===== config.mk =====
export PLATFORM = sky130hd
export DESIGN_NAME = spi_sd_master_flat
export DESIGN_NICKNAME = d
export VERILOG_FILES = /design/src/rtl/spi_sd_master_if.sv /design/src/rtl/spi_sd_master.sv /design/src/flat_wrapper.sv
export SDC_FILE = /design/constraint.sdc
export NUM_CORES = 1
export LEC_CHECK = 0
export ABC_AREA = 1
export CAP_MARGIN = 40
export CORE_ASPECT_RATIO = 1.4
export CORE_UTILIZATION = 34
export DETAILED_ROUTE_END_ITERATION = 10
export GPL_ROUTABILITY_DRIVEN = 1
export GPL_TIMING_DRIVEN = 0
export MAX_ROUTING_LAYER = met4
export PLACE_DENSITY = 0.61
export SYNTH_ARGS = -nofsm -noshare
export SYNTH_HDL_FRONTEND = slang
export SYNTH_SLANG_ARGS = --single-unit

===== constraint.sdc =====
create_clock -name MHZ48 -period 1.4 [get_ports MHZ48]
set_input_delay 0.14 -clock MHZ48 [delete_from_list [all_inputs] [get_ports MHZ48]]
set_output_delay 0.14 -clock MHZ48 [all_outputs]
set_load 0.1 [all_outputs]

===== src/rtl/spi_sd_master_if.sv =====
// Bus and pin bundle for spi_sd_master: 6309 register window on one side,
// SPI pins and chip selects on the other.
interface spi_sd_master_if #(
    parameter int NSEL = 2
);
    logic            nE;
    logic            nCS;
    logic            RW;
    logic [1:0]      A;
    logic [7:0]      DIN;
    logic [7:0]      DOUT;
    logic            DOE;
    logic            SCLK;
    logic            MOSI;
    logic            MISO;
    logic [NSEL-1:0] nSD;
    logic            BUSY;
    logic            DBG_STATE;

    // CPU handshake: a write commits on the clock edge that sees nE rise
    // (registered nE still low) with nCS=0 and RW=0; reads are side-effect free.
    modport slave (
        input  nE, nCS, RW, A, DIN, MISO,
        output DOUT, DOE, SCLK, MOSI, nSD, BUSY, DBG_STATE
    );

    modport master (
        output nE, nCS, RW, A, DIN, MISO,
        input  DOUT, DOE, SCLK, MOSI, nSD, BUSY, DBG_STATE
    );
endinterface


===== src/rtl/spi_sd_master.sv =====
// Register-mapped SPI master on the 6309 bus: DATA/CTRL/SEL/DIV registers,
// byte-wide mode 0..3 transfers with a programmable SCLK divider.
module spi_sd_master #(
    parameter int NSEL    = 2,
    parameter int DIV_RST = 59
) (
    input  logic              MHZ48,
    input  logic              nRES,
    spi_sd_master_if.slave    bus
);
    localparam logic [7:0] DIV_RST_8 = 8'(DIV_RST);

    typedef enum logic {
        S_IDLE = 1'b0,
        S_RUN  = 1'b1
    } state_t;

    state_t          r_state;
    state_t          w_state_next;

    logic            r_ne_q;
    logic            r_miso_s1;
    logic            r_miso_s2;
    logic            r_cpol;
    logic            r_cpha;
    logic [NSEL-1:0] r_sel;
    logic [7:0]      r_div;
    logic [7:0]      r_div_cnt;
    logic [3:0]      r_edge;
    logic [7:0]      r_tx;
    logic [7:0]      r_rx;
    logic [7:0]      r_data;
    logic            r_sclk;
    logic            r_mosi;
    logic            r_ovr;

    logic            w_commit;
    logic            w_wr_data;
    logic            w_wr_ctrl;
    logic            w_wr_sel;
    logic            w_wr_div;
    logic            w_idle;
    logic            w_load;
    logic            w_tc;
    logic            w_done;
    logic            w_odd;
    logic            w_shift;
    logic            w_sample;
    logic [7:0]      w_sel_rd;

    assign w_commit  = ~r_ne_q & bus.nE & ~bus.nCS & ~bus.RW;
    assign w_wr_data = w_commit & (bus.A == 2'd0);
    assign w_wr_ctrl = w_commit & (bus.A == 2'd1);
    assign w_wr_sel  = w_commit & (bus.A == 2'd2);
    assign w_wr_div  = w_commit & (bus.A == 2'd3);
    assign w_idle    = (r_state == S_IDLE);

    always_ff @(posedge MHZ48 or negedge nRES) begin
        if (!nRES) begin
            r_state <= S_IDLE;
        end else begin
            r_state <= w_state_next;
        end
    end

    always_comb begin
        w_state_next = r_state;
        w_load       = 1'b0;
        w_tc         = 1'b0;
        w_done       = 1'b0;
        case (r_state)
            S_IDLE: begin
                if (w_wr_data) begin
                    w_load       = 1'b1;
                    w_state_next = S_RUN;
                end
            end
            S_RUN: begin
                w_tc = (r_div_cnt == r_div);
                if (w_tc && (r_edge == 4'd15)) begin
                    w_done       = 1'b1;
                    w_state_next = S_IDLE;
                end
            end
            default: w_state_next = S_IDLE;
        endcase
    end

    // r_edge holds (edge number - 1), so an even count means an odd edge.
    assign w_odd    = ~r_edge[0];
    assign w_shift  = w_tc & (r_cpha ? w_odd : ~w_odd);
    assign w_sample = w_tc & (r_cpha ? ~w_odd : w_odd);

    always_ff @(posedge MHZ48 or negedge nRES) begin
        if (!nRES) begin
            r_ne_q    <= 1'b1;
            r_miso_s1 <= 1'b1;
            r_miso_s2 <= 1'b1;
        end else begin
            r_ne_q    <= bus.nE;
            r_miso_s1 <= bus.MISO;
            r_miso_s2 <= r_miso_s1;
        end
    end

    // Configuration only changes between transfers; busy-time writes are dropped.
    always_ff @(posedge MHZ48 or negedge nRES) begin
        if (!nRES) begin
            r_cpol <= 1'b0;
            r_cpha <= 1'b0;
            r_sel  <= '0;
            r_div  <= DIV_RST_8;
            r_ovr  <= 1'b0;
        end else begin
            if (w_idle && w_wr_ctrl) begin
                r_cpol <= bus.DIN[1];
                r_cpha <= bus.DIN[0];
            end
            if (w_idle && w_wr_sel) begin
                r_sel <= bus.DIN[NSEL-1:0];
            end
            if (w_idle && w_wr_div) begin
                r_div <= bus.DIN;
            end
            if (w_wr_data) begin
                r_ovr <= ~w_idle;
            end
        end
    end

    always_ff @(posedge MHZ48 or negedge nRES) begin
        if (!nRES) begin
            r_sclk    <= 1'b0;
            r_mosi    <= 1'b1;
            r_div_cnt <= '0;
            r_edge    <= '0;
            r_tx      <= 8'hFF;
            r_rx      <= 8'hFF;
            r_data    <= 8'hFF;
        end else begin
            if (w_idle) begin
                r_sclk <= r_cpol;
            end else if (w_tc) begin
                r_sclk <= ~r_sclk;
            end

            if (w_load || w_tc) begin
                r_div_cnt <= '0;
            end else if (!w_idle) begin
                r_div_cnt <= r_div_cnt + 8'd1;
            end

            if (w_load) begin
                r_edge <= '0;
            end else if (w_tc) begin
                r_edge <= r_edge + 4'd1;
            end

            // CPHA=0 presents bit7 immediately; CPHA=1 waits for the first edge.
            if (w_load) begin
                r_tx   <= r_cpha ? bus.DIN : {bus.DIN[6:0], 1'b1};
                r_mosi <= r_cpha ? 1'b1 : bus.DIN[7];
            end else if (w_done) begin
                r_mosi <= 1'b1;
            end else if (w_shift) begin
                r_mosi <= r_tx[7];
                r_tx   <= {r_tx[6:0], 1'b1};
            end

            if (w_sample) begin
                r_rx <= {r_rx[6:0], r_miso_s2};
            end

            // In CPHA=1 the 8th sample lands on edge 16 itself.
            if (w_done) begin
                r_data <= r_cpha ? {r_rx[6:0], r_miso_s2} : r_rx;
            end
        end
    end

    always_comb begin
        w_sel_rd             = '0;
        w_sel_rd[NSEL-1:0]   = r_sel;
        bus.DOUT             = r_data;
        case (bus.A)
            2'd0: bus.DOUT = r_data;
            2'd1: bus.DOUT = {~w_idle, r_ovr, 4'b0000, r_cpol, r_cpha};
            2'd2: bus.DOUT = w_sel_rd;
            2'd3: bus.DOUT = r_div;
            default: bus.DOUT = r_data;
        endcase
    end

    assign bus.DOE       = ~bus.nCS & bus.RW & ~bus.nE;
    assign bus.SCLK      = r_sclk;
    assign bus.MOSI      = r_mosi;
    assign bus.nSD       = ~r_sel;
    assign bus.BUSY      = ~w_idle;
    assign bus.DBG_STATE = r_state;
endmodule


===== src/flat_wrapper.sv =====
// flat-port wrapper written by rule: the top's interface ports become plain ports
module spi_sd_master_flat 
#(
    parameter int NSEL    = 2,
    parameter int DIV_RST = 59
)
  (MHZ48, nRES, bus_nE, bus_nCS, bus_RW, bus_A, bus_DIN, bus_MISO, bus_DOUT, bus_DOE, bus_SCLK, bus_MOSI, bus_nSD, bus_BUSY, bus_DBG_STATE);
  spi_sd_master_if #(.NSEL(NSEL)) bus_i ();
  input  logic MHZ48;
  input  logic nRES;
  input wire logic [$bits(bus_i.nE)-1:0] bus_nE;
  input wire logic [$bits(bus_i.nCS)-1:0] bus_nCS;
  input wire logic [$bits(bus_i.RW)-1:0] bus_RW;
  input wire logic [$bits(bus_i.A)-1:0] bus_A;
  input wire logic [$bits(bus_i.DIN)-1:0] bus_DIN;
  input wire logic [$bits(bus_i.MISO)-1:0] bus_MISO;
  output wire logic [$bits(bus_i.DOUT)-1:0] bus_DOUT;
  output wire logic [$bits(bus_i.DOE)-1:0] bus_DOE;
  output wire logic [$bits(bus_i.SCLK)-1:0] bus_SCLK;
  output wire logic [$bits(bus_i.MOSI)-1:0] bus_MOSI;
  output wire logic [$bits(bus_i.nSD)-1:0] bus_nSD;
  output wire logic [$bits(bus_i.BUSY)-1:0] bus_BUSY;
  output wire logic [$bits(bus_i.DBG_STATE)-1:0] bus_DBG_STATE;
  assign bus_i.nE = bus_nE;
  assign bus_i.nCS = bus_nCS;
  assign bus_i.RW = bus_RW;
  assign bus_i.A = bus_A;
  assign bus_i.DIN = bus_DIN;
  assign bus_i.MISO = bus_MISO;
  assign bus_DOUT = bus_i.DOUT;
  assign bus_DOE = bus_i.DOE;
  assign bus_SCLK = bus_i.SCLK;
  assign bus_MOSI = bus_i.MOSI;
  assign bus_nSD = bus_i.nSD;
  assign bus_BUSY = bus_i.BUSY;
  assign bus_DBG_STATE = bus_i.DBG_STATE;
  spi_sd_master #(.NSEL(NSEL), .DIV_RST(DIV_RST)) u_core (.MHZ48(MHZ48), .nRES(nRES), .bus(bus_i));
endmodule

Word-level counts from Yosys, hierarchy flattened

Cells that the tools add are included.

Output and inout bits: 15
Bits in registers: 55
Bits of input ports: 16
Word-level logic and storage cells: 80

Bitwise operators: 19
Multiplexer cells: 25
Add/sub/neg operators: 2
Reductions and logical operators: 11
Eq/ne operators: 7

Operators by type and width:

| kind                | count |
|---|---|
| $mux 8              | 7 |
| $pmux 8 s4          | 1 |
| $mux 1              | 14 |
| $and 1x1->1         | 11 |
| $add 8x1->8 const B | 1 |
| $eq 8x8->1          | 1 |
| $mux 4              | 2 |
| $not 1->1           | 7 |
| $reduce_bool 2->1   | 3 |
| $add 4x1->4 const B | 1 |
| $eq 2x2->1 const B  | 2 |
| $eq 4x4->1 const B  | 1 |
| $logic_and 1x1->1   | 4 |
| $reduce_bool 3->1   | 1 |
| $eq 2x1->1 const B  | 1 |
| $logic_not 2->1     | 1 |
| $ne 2x1->1 const B  | 1 |
| $ne 2x2->1 const B  | 1 |
| $not 2->2           | 1 |
| $pmux 1 s2          | 1 |
| $reduce_and 2->1    | 1 |
| $logic_or 1x1->1    | 1 |

Longest topological paths before layout

Depth in word-level cells: 9
Depth in mapped cells: 12
Gate-level depth less buffers: 11

Worst setup path after synthesis

No wires, ideal clock.

Path type: reg-to-output
Start point: register u_core.r_div[3]
End point: output port bus_DOUT[3]
Path buffers: 0
Data required time: 1260 ps
Cell stages (with the launch flop): 3
Path slack: -1416 ps
Arrival time: 2676 ps
Cells stage by stage: dfstp_2 inv_1 o21ai_0

Longest elaborated chain between the ends: 1

RTL lines:

| item                   | line                 | text |
|---|---|---|
| start, declared        | spi_sd_master.sv:27  | `logic [7:0] r_div;` |
| start signal, assigned | spi_sd_master.sv:123 | `r_div <= bus.DIN;` |
| $pmux 8 s4             | spi_sd_master.sv:185 | `case (bus.A)` |
| end, declared          | flat_wrapper.sv:17   | `output wire logic [$bits(bus_i.DOUT)-1:0] bus_DOUT;` |

No other way between the ends.

Worst setup path after layout

Start point: register u_core.r_div[7]
End point: register u_core.r_tx[4]

Longest elaborated chain between the ends: 6
Elaborated cells between the ends (all ways): 9
Those cells by class: eq/ne: 2; mux: 3; bitwise: 1; reduce/logical: 3

RTL lines:

| item                         | line                 | text |
|---|---|---|
| $eq 8x8->1 *                 | spi_sd_master.sv:79  | `w_tc = (r_div_cnt == r_div);` |
| $logic_and 1x1->1            | spi_sd_master.sv:80  | `if (w_tc && (r_edge == 4'd15)) begin` |
| $mux 1                       | spi_sd_master.sv:80  |  |
| $mux 1                       | spi_sd_master.sv:71  | `case (r_state)` |
| $ne 2x1->1 (no line)         | --                   |  |
| $reduce_and 2->1 (no line) * | --                   |  |
| end signal, assigned         | spi_sd_master.sv:161 | `r_tx <= r_cpha ? bus.DIN : {bus.DIN[6:0], 1'b1};` |
| end signal, assigned         | spi_sd_master.sv:167 | `r_tx <= {r_tx[6:0], 1'b1};` |
| end, declared                | spi_sd_master.sv:30  | `logic [7:0] r_tx;` |

Mark *: on every way between the ends. The rest lies on a longest branch, timed or not.
A chain may end at the register's enable or synchronous reset.

==> reports/qor.csv <==
stage,metric,value,unit
outcome,status,"finished, violations left",
outcome,failing checks,setup timing,
die,DIE HEIGHT,111,um
global_route,initial antenna violation count,0,
setup_path,kind of critical path,reg2reg,
layout,ANT cells,0,
logic_synthesis,Ys Warns,0,
clocking,TritonCTS clock tree,yes,
setup_path,"most used cell, CP",nand2_1,
layout,Reg area,1430,sq um
setup_path,worst path cell trace,"xnor2_1, nand2_1, nor2_4, nand3b_1, nand2_4, nand2_4, nand2_1, nand2_1",
layout,"most common cell after layout, fill and taps aside",nand2_1,
place,routability congestion estimate from global placement,0.873,
global_route,number of global-route vias before repair,2697,
timing,Worst Max-Slew Pin Slew,0.558,ns
place,DP HPWL,5.52,mm
global_route,overall routing resource usage,19.7,%
die,IO Pins,31,
route,Routed WL per cell,15.0,um
die,Site Rows,39,
setup_path,CP max stage cell,dfrtp_1,
timing,Slew Limit Fails,0,
power,VDD IR max,0.449,mV
logic_synthesis,"flops & latches, synth",55,
route,vias per cell,4.90,
logic_synthesis,sequential area share after synthesis,49.1,%
route,final wirelength,8.02,mm
logic_synthesis,Syn Inst Count,363,
setup_path,Max stage delay on crit path,0.42,ns
setup_path,CP Capture Type,flop,
timing,Final Skew,0.00738,ns
layout,fillcell total,696,
timing,maximum achievable frequency,0.581,GHz
timing,worst hold slack,0.0886,ns
logic_synthesis,syn avg cell area,7.96,sq um
timing,Final Setup Violations,52,
die,starting density of the core,35.2,%
die,die footprint,8880,sq um
setup_path,CP bufs+invs,0,
route,Starting DRT DRC Count,157,
logic_synthesis,syn_nets,381,
route,DRC violations left,0,
logic_synthesis,mapped cell area,2890,sq um
power,PwrDens,757,nW/um^2
layout,most frequent cells in the layout,"nand2_1, dfstp_2, inv_1, o21ai_1, dfrtp_1",
timing,Final Hold Viols,0,
route,Vias,2623,
setup_path,CP top delay family,simple AND/OR/NAND/NOR gates,
die,Die W,79.9,um
setup_path,critical-path maximum fanout,8,
global_route,pin count of the biggest net entering global routing,38,
route,antenna-violating nets left,0,
power,Static Leak,1.91,nW
worst_hold_path,Hold Path Class,in2async,
clocking,clk_lat worst skew,0.30,ns
timing,Tmin final,1.72,ns
timing,Max-slew headroom,62.8,%
clocking,CTS sink cnt,55,
route,total iterations of the first detailed-routing run,4,
timing,period utilization,123,%
timing,Final WS setup,-0.321,ns
setup_path,CP Data Arrival Time,1.95,ns
clocking,Clock Path Buffers,2,
clocking,H-tree depth,2,
global_route,first-pass GRT wire length,13.0,mm
job,MaxCap Viol Count,0,
layout,share of cells above drive strength 1,42.3,%
clocking,CTS Buf Count,5,
timing,Sum Neg Setup Slack,-10.22,ns
setup_path,Setup crit start kind,flop,
logic_synthesis,Netlist cell types,36,
setup_path,"Req. time, crit path",1.63,ns
clocking,"Clk pin slew, worst setup/hold paths",0.07,ns
timing,RSZ-0062 raised after global routing,true,
die,Core ar.,8200,sq um
place,pre-CTS setup slack,-0.817,ns
layout,area grow syn2layout,51.5,%
place,port bufs,30,
global_route,global route overflow,0,
clocking,CTS root buffer,clkbuf_16,
layout,area of the multi-input gates,1660,sq um
layout,"Net count, final",450,
## final cells by class
cell class              instances  share of cell area (%)
inverters                      37                    3.37
multi-input cells             263                    37.9
clock buffers                   6                    3.43
repair buffers                 61                    17.5
plain buffers                   9                    1.97
flip-flops and latches         55                    32.6
well taps                     102                    2.92
clock inverters                 2                   0.400
## worst paths after layout
path | start | end | slack, ns | depth (start not counted)
setup / recovery | u_core.r_div[7] | u_core.r_tx[4] | -0.32 | 8
hold / removal | nRES | u_core.r_miso_s2 | 0.09 | 1
setup reg to reg | u_core.r_div[7] | u_core.r_tx[4] | -0.32 | 8
hold reg to reg | u_core.r_miso_s1 | u_core.r_miso_s2 | 0.36 | 0
max in group asynchronous | nRES | u_core.r_div[5] | 1.01 | 2
min in group MHZ48 | bus_nE | u_core.r_ne_q | 0.14 | 1
## synthesized netlist by cell type, drive strengths merged
cell type | n | share of area (%)
nand2 | 135 | 18
o21ai | 48 | 9.1
inv | 36 | 4.8
dfstp | 33 | 30
dfrtp | 22 | 19
nor2 | 22 | 3.5
nand3 | 19 | 3.7
a21oi | 8 | 1.5
nor3 | 6 | 1.0
buf | 5 | 1.4
clkbuf | 5 | 0.65
xor2 | 5 | 1.5
nand4 | 3 | 0.65
o211ai | 3 | 0.78
ha | 2 | 0.87
o2111ai | 2 | 0.61
xnor2 | 2 | 0.61
a22o | 1 | 0.30
clkinv | 1 | 0.13
mux2 | 1 | 0.39
mux2i | 1 | 0.35
nand3b | 1 | 0.26
o22ai | 1 | 0.22
or2 | 1 | 0.22
## layer usage
| layer | wire [um] | global-route usage, % | vias up |
|---|---|---|---|
| li1 | - | - | 1302 |
| met1 | 3110 | 21.7 | 1248 |
| met2 | 4480 | 35.3 | 52 |
| met3 | 161 | 2.22 | 21 |
| met4 | 269 | 7.62 | 0 |
| met5 | 0 | - | - |
## power by group
group | leakage, nW | internal [mW] | switching [mW]
Clock | 0.0826 | 0.782 | 0.593
Sequential | 0.596 | 1.62 | 0.0193
Combinational | 1.23 | 0.114 | 0.187
Total | 1.91 | 2.52 | 0.799
## worst reg2reg max path: stages, from the launching register on
cell and delay [ns]:
dfrtp_1 0.42, xnor2_1 0.21, nand2_1 0.13, nor2_4 0.24, nand3b_1 0.26, nand2_4 0.18, nand2_4 0.10, nand2_1 0.08
nand2_1 0.05
## flip-flops by register name (all words and copies together), names as in the netlist
register and cells:
u_core.r_cpol 1, u_core.r_edge 4, u_core.r_ovr 1, u_core.r_div_cnt 8
u_core.r_miso_s1 1, u_core.r_cpha 1, u_core.bus.SCLK 1, u_core.r_rx 8
u_core.bus.BUSY 1, u_core.r_tx 8, u_core.r_div 8, u_core.bus.MOSI 1
u_core.r_sel 2, u_core.r_miso_s2 1, u_core.r_ne_q 1, u_core.r_data 8
## stage by stage
stage	cell area (sq um)	cells	utilization, %	power, mW
final	4380	535	53.4	3.31
after global routing	4380	535	53.4	3.43
after CTS	4160	524	50.7	3.33
after detailed placement	3670	511	44.8	1.93
after global placement	3430	495	41.9	1.90
after floorplan	3000	363	-	1.78
## cells by family (layout without fill, tap and decap cells)
family          count (synthesis)  after routing  synth area share (%)
mux                             2              2                 0.736
simple gates                  187            189                  27.8
flops                          55             55                  49.1
fa+ha+maj                       2              2                 0.866
buf+inv                        47            115                  6.93
xor+xnor                        7              7                  2.12
compound gates                 63             63                  12.5
## timing repair
item	4_1_cts	5_1_grt
buffers inserted	14	12
endpoints found under the setup margin	62	58
gates cloned	4	0
resized for setup	81	48
hold buffers	0	0
pin swaps	22	12
Note: power is estimated with default switching activity, not from simulation.
